**src/rtl/cpu_pkg.sv**
```systemverilog
// Shared constants and the fetch state encoding for the CPU front end.
package cpu_pkg;

  localparam int DATA_W  = 16;
  localparam int TIMEOUT = 255;

  typedef enum logic [1:0] {
    IDLE = 2'd0,
    WAIT = 2'd1,
    FULL = 2'd2
  } fetch_state_t;

endpackage

```
**src/rtl/fetch_timer.sv**
```systemverilog
// Counts cycles spent waiting on memory; expired is high during the
// TIMEOUT-th enabled cycle so the owner can bail out on that edge.
module fetch_timer import cpu_pkg::*; #(
  parameter int TIMEOUT = cpu_pkg::TIMEOUT
) (
  input  logic clk,
  input  logic rst,
  input  logic clear,
  input  logic enable,
  output logic expired
);

  localparam int CNT_W = (TIMEOUT < 2) ? 1 : $clog2(TIMEOUT + 1);

  logic [CNT_W-1:0] count_reg;
  logic [CNT_W-1:0] count_next;
  logic             at_limit;

  assign at_limit = (count_reg == CNT_W'(TIMEOUT - 1));
  assign expired  = enable && at_limit;

  always_comb begin
    count_next = count_reg;
    if (clear) begin
      count_next = '0;
    end else if (enable && !at_limit) begin
      count_next = count_reg + 1'b1;
    end
  end

  always_ff @(posedge clk or negedge rst) begin
    if (!rst) begin
      count_reg <= '0;
    end else begin
      count_reg <= count_next;
    end
  end

endmodule

```
**src/rtl/instruction_fetch.sv**
```systemverilog
// Single-outstanding instruction fetch unit: issues one read per PC value,
// holds the result in ir until decode accepts it, and drops fetches on jumps.
module instruction_fetch import cpu_pkg::*; #(
  parameter int DATA_W  = cpu_pkg::DATA_W,
  parameter int TIMEOUT = cpu_pkg::TIMEOUT
) (
  input  logic              clk,
  input  logic              rst,
  input  logic              fetch_en,
  input  logic [DATA_W-1:0] pc,
  input  logic              jump,
  output logic              pc_enable,
  output logic [DATA_W-1:0] mem_addr,
  output logic              mem_req,
  input  logic              mem_ack,
  input  logic [DATA_W-1:0] mem_rdata,
  output logic [DATA_W-1:0] ir,
  output logic [DATA_W-1:0] ir_pc,
  output logic              ir_valid,
  input  logic              ir_ready,
  output logic              mem_err
);

  fetch_state_t state_reg, state_next;

  logic              flush_reg,     flush_next;
  logic              mem_req_reg,   mem_req_next;
  logic [DATA_W-1:0] mem_addr_reg,  mem_addr_next;
  logic [DATA_W-1:0] ir_reg,        ir_next;
  logic [DATA_W-1:0] ir_pc_reg,     ir_pc_next;
  logic              ir_valid_reg,  ir_valid_next;
  logic              pc_enable_reg, pc_enable_next;
  logic              mem_err_reg,   mem_err_next;

  logic timer_clear;
  logic timer_enable;
  logic timer_expired;
  logic drop_data;

  // A jump seen on the ack edge itself is treated like an earlier flush.
  assign drop_data    = flush_reg || jump;
  assign timer_enable = (state_reg == WAIT);
  assign timer_clear  = (state_next != WAIT);

  fetch_timer #(
    .TIMEOUT (TIMEOUT)
  ) u_timer (
    .clk     (clk),
    .rst     (rst),
    .clear   (timer_clear),
    .enable  (timer_enable),
    .expired (timer_expired)
  );

  always_ff @(posedge clk or negedge rst) begin
    if (!rst) begin
      state_reg     <= IDLE;
      flush_reg     <= 1'b0;
      mem_req_reg   <= 1'b0;
      mem_addr_reg  <= '0;
      ir_reg        <= '0;
      ir_pc_reg     <= '0;
      ir_valid_reg  <= 1'b0;
      pc_enable_reg <= 1'b0;
      mem_err_reg   <= 1'b0;
    end else begin
      state_reg     <= state_next;
      flush_reg     <= flush_next;
      mem_req_reg   <= mem_req_next;
      mem_addr_reg  <= mem_addr_next;
      ir_reg        <= ir_next;
      ir_pc_reg     <= ir_pc_next;
      ir_valid_reg  <= ir_valid_next;
      pc_enable_reg <= pc_enable_next;
      mem_err_reg   <= mem_err_next;
    end
  end

  always_comb begin
    state_next = state_reg;
    case (state_reg)
      IDLE: begin
        if (fetch_en && !jump) begin
          state_next = WAIT;
        end
      end
      WAIT: begin
        if (mem_ack) begin
          state_next = drop_data ? IDLE : FULL;
        end else if (timer_expired) begin
          state_next = IDLE;
        end
      end
      FULL: begin
        if (ir_ready || jump) begin
          state_next = IDLE;
        end
      end
      default: state_next = IDLE;
    endcase
  end

  always_comb begin
    flush_next     = flush_reg;
    mem_req_next   = mem_req_reg;
    mem_addr_next  = mem_addr_reg;
    ir_next        = ir_reg;
    ir_pc_next     = ir_pc_reg;
    ir_valid_next  = ir_valid_reg;
    pc_enable_next = 1'b0;
    mem_err_next   = 1'b0;
    case (state_reg)
      IDLE: begin
        if (fetch_en && !jump) begin
          mem_req_next  = 1'b1;
          mem_addr_next = pc;
        end
      end
      WAIT: begin
        if (mem_ack) begin
          mem_req_next = 1'b0;
          flush_next   = 1'b0;
          if (!drop_data) begin
            ir_next        = mem_rdata;
            ir_pc_next     = mem_addr_reg;
            ir_valid_next  = 1'b1;
            pc_enable_next = 1'b1;
          end
        end else if (timer_expired) begin
          mem_req_next = 1'b0;
          mem_err_next = 1'b1;
          flush_next   = 1'b0;
        end else if (jump) begin
          flush_next = 1'b1;
        end
      end
      FULL: begin
        if (ir_ready || jump) begin
          ir_valid_next = 1'b0;
        end
      end
      default: begin
        mem_req_next  = 1'b0;
        ir_valid_next = 1'b0;
        flush_next    = 1'b0;
      end
    endcase
  end

  assign pc_enable = pc_enable_reg;
  assign mem_addr  = mem_addr_reg;
  assign mem_req   = mem_req_reg;
  assign ir        = ir_reg;
  assign ir_pc     = ir_pc_reg;
  assign ir_valid  = ir_valid_reg;
  assign mem_err   = mem_err_reg;

endmodule

```
**config.mk**
```make
export PLATFORM = sky130hd
export DESIGN_NAME = instruction_fetch
export DESIGN_NICKNAME = d
export VERILOG_FILES = /design/src/rtl/cpu_pkg.sv /design/src/rtl/fetch_timer.sv /design/src/rtl/instruction_fetch.sv
export SDC_FILE = /design/constraint.sdc
export NUM_CORES = 1
export LEC_CHECK = 0
export BUFFER_PORTS_ARGS = -buffer_cell sky130_fd_sc_hd__buf_4
export CAP_MARGIN = 10
export CORE_UTILIZATION = 38
export CTS_CLUSTER_SIZE = 8
export DETAILED_ROUTE_END_ITERATION = 10
export GPL_TIMING_DRIVEN = 0
export PLACE_DENSITY = 0.66
export SLEW_MARGIN = 0
export SYNTH_ARGS = -nofsm -noshare
export SYNTH_HDL_FRONTEND = slang
export SYNTH_SLANG_ARGS = --single-unit
```
**constraint.sdc**
```tcl
create_clock -name clk -period 1.5 [get_ports clk]
set_input_delay 0.225 -clock clk [delete_from_list [all_inputs] [get_ports clk]]
set_output_delay 0.225 -clock clk [all_outputs]
set_load 0.01 [all_outputs]
```
==> results.toml <==
[status]
status = "finished, violations left"
violations = "DRC"

[global_route]
grt_pass1_vias = 1851
grtUsageTotal_pct = 16.3
antenna_found_initial = 0
grt_max_degree = 64
grt_pass1_wl_mm = 8.78
globalRouteOverflowTotal = 0

[timing]
max_slew_margin_pct = 48.0
slew_violations = 0
hold_viol = 0
setup_viol = 0
rsz0062_at_grt = "true"
finalCritPeriodShare_pct = 97.0
worstMarginPinSlew_ps = 780
clock.fmax_mhz = 687
finClkSkew_ps = 6.95
period_minus_slack_ps = 1460

[setup_path]
startpoint_type = "register"
arrival_ps = 1650
critPathLaunch = "u_timer.count_reg[0]$_DFFE_PN0P_"
crit_fanout = 8
cp-end-kind = "register"
reg2reg_from = "u_timer.count_reg[0]$_DFFE_PN0P_"
critical_path_class = "reg2reg"
r2r_slack_ps = 40
required_ps = 1700

[power_and_ir_drop]
intPower_uw = 4610
p_clk_share_pct = 26.2
power_density_mw_per_mm2 = 1710
seqPwrFrac_pct = 41.3
pwr-share-comb_pct = 32.6
netSwitchingPower_uw = 1750
switching_share_pct = 27.5
power_uw = 6360
leakagePower_uw = 0.00177
ir_drop_v = 0.00102

[floorplanning]
pin_count = 90
die_area_sq_mm = 0.00707
die_x_um = 84.1
die_h_um = 84.1
rows = 29
initial_core_util_pct = 39.9
fp.coreArea_sq_mm = 0.00642

[synth]
yosysUniqueCellTypes = 36
ys_ff_latch = 63
syn_area_sq_mm = 0.00256
seq_area_frac_synth_pct = 61.6
syn_area_per_cell_sq_um = 14.7
syn_inst = 174
syn_nets = 214
synth_warnings = 0

[placement]
io_buffer_count = 89
post-dp-hpwl_mm = 3.54
gp_congestion = 0.756
placed_area_sq_mm = 0.00332

[cells_and_area]
drive_gt1_share_pct = 63.1
nNetsFinal = 326
fin_util_pct = 57.9
final_common_cell = "buf_4"
postLayoutCellArea_sq_mm = 0.00372
layout.cells.most_common_list = "buf_4 (98), dfrtp_1 (61), mux2_2 (47)"
antenna_cells = 0
syn2layout_area_growth_pct = 45.2
fill_cells = 532

[route]
detail-route-antenna-nets = 0
finalWirelength_mm = 5.42
viasPerCell = 4.88
dr.first_iter.drc_count = 71
firstDrtPassIters = 7
num_vias = 1792
wire_per_inst_um = 14.8
drc = 11

[clock_network]
cts_tree = "done"
cts_root_buf = "clkbuf_8"
cts.sinks = 63
path_clk_slew_ps = 60
numCtsBuffers = 9
clock_latency_ps = 320
clock_tree.buffer_depth = 2
cts_htree_levels = 3

[worst_hold_path]
hold_path.class = "in2reg"
min_from = "mem_ack"

[flow_run]
cap_violations = 0
==> kinds of logic (layout without fill, tap and decap cells) <==
group / after synthesis / after routing / synth area share [%]
XOR/XNOR: 3 / 3 / 1.03
adder cells (fa/ha/maj): 2 / 2 / 0.977
buffers and inverters: 9 / 125 / 2.30
AND/OR/NAND/NOR: 31 / 31 / 8.26
AO/OA/AOI/OAI: 18 / 18 / 4.74
flip-flops: 63 / 63 / 61.6
multiplexers: 48 / 48 / 21.1
==> routing by layer <==
metal | global-route usage (%) | wire length [um] | vias up
li1 | - | - | 838
met1 | 19.9 | 2200 | 880
met2 | 25.0 | 2630 | 63
met3 | 7.42 | 500 | 11
met4 | 7.05 | 95 | 0
met5 | 0 | 0 | -
==> stage by stage <==
step / hold WS, ps / setup WS, ps / std cells / setup TNS (ps)
finish: 110 / 44.5 / 367 / 0
global route: 103 / -35.6 / 367 / -161
CTS: 97.2 / 11.2 / 365 / 0
detailed placement: 364 / -167 / 340 / -2230
global placement: 364 / -146 / 340 / -2030
floorplan: -70.6 / 42.7 / 174 / 0
==> final timing paths <==
| path | to | depth (start not counted) |
|---|---|---|
| worst max-delay path | u_timer.count_reg[0]$_DFFE_PN0P_ | 6 |
| worst min register to register | mem_req$_DFFE_PN0P_ | 1 |
| worst max register to register | u_timer.count_reg[0]$_DFFE_PN0P_ | 6 |
| max in group asynchronous | state_reg[0]$_DFF_PN0_ | 2 |
| min in group asynchronous | ir_pc[13]$_DFFE_PN0P_ | 2 |
| worst min-delay path | mem_err$_DFF_PN0_ | 2 |
==> cell usage after synthesis <==
cell	instances	area [sq um]
a21o_2	1	8.76
nand2b_1	1	6.26
mux2_2	48	541
a31oi_1	1	6.26
buf_2	2	10.0
nor2_1	7	26.3
and2b_4	1	10.0
o21ai_0	5	25.0
o31ai_1	1	7.51
nand4_4	1	21.3
nor3b_1	1	7.51
nand3_1	1	5.00
a21oi_4	1	16.3
ha_1	2	25.0
buf_6	3	33.8
a21oi_1	4	20.0
dfrtp_1	63	1580
xor2_1	2	17.5
or2_2	2	12.5
a211oi_1	1	7.51
nand4_1	1	6.26
nand3_4	1	17.5
o211ai_1	3	22.5
nor4b_2	1	15.0
and3_1	1	6.26
xnor2_1	1	8.76
or3_2	1	7.51
inv_1	4	15.0
nor2b_1	2	12.5
a21o_1	1	7.51
nand3b_1	1	7.51
nor3_1	1	5.00
or3_1	2	12.5
nand2_1	4	15.0
and4b_2	1	11.3
and2_1	1	6.26
==> power by group through the flow <==
stage / Sequential (uW) / Combinational (uW) / Clock (uW)
after floorplan: 2890 / 626 / 0
final: 2620 / 2070 / 1660
after detailed placement: 2650 / 2020 / 0
after CTS: 2630 / 2080 / 1710
after global routing: 2700 / 2220 / 1780
after global placement: 2620 / 2000 / 0
==> critical path, stage by stage (launching register included) <==
cell	delay [ps]
dfrtp_1	390
inv_2	100
ha_4	160
nand3_4	80
or2_4	260
a21oi_4	260
nor2_1	80
==> area by class of cell <==
| cell class | instances | area [sq um] | share of cell area, % |
|---|---|---|---|
| clock inverter | 3 | 65.1 | 1.75 |
| buffer | 5 | 60.1 | 1.62 |
| clock buffer | 12 | 165 | 4.44 |
| inverter | 4 | 15.0 | 0.404 |
| tap | 77 | 96.3 | 2.59 |
| multi-input combinational | 102 | 965 | 26.0 |
| sequential | 63 | 1580 | 42.5 |
| timing repair buffer | 101 | 772 | 20.8 |
==> repair_timing <==
item	CTS	global route
hold endpoints to repair	3	0
resized for setup	18	4
cloned	2	0
endpoints found under the setup margin	27	12
hold buffers	1	0
buffers inserted	7	2
pin swaps	3	3
(Power assumes the default switching activity.)
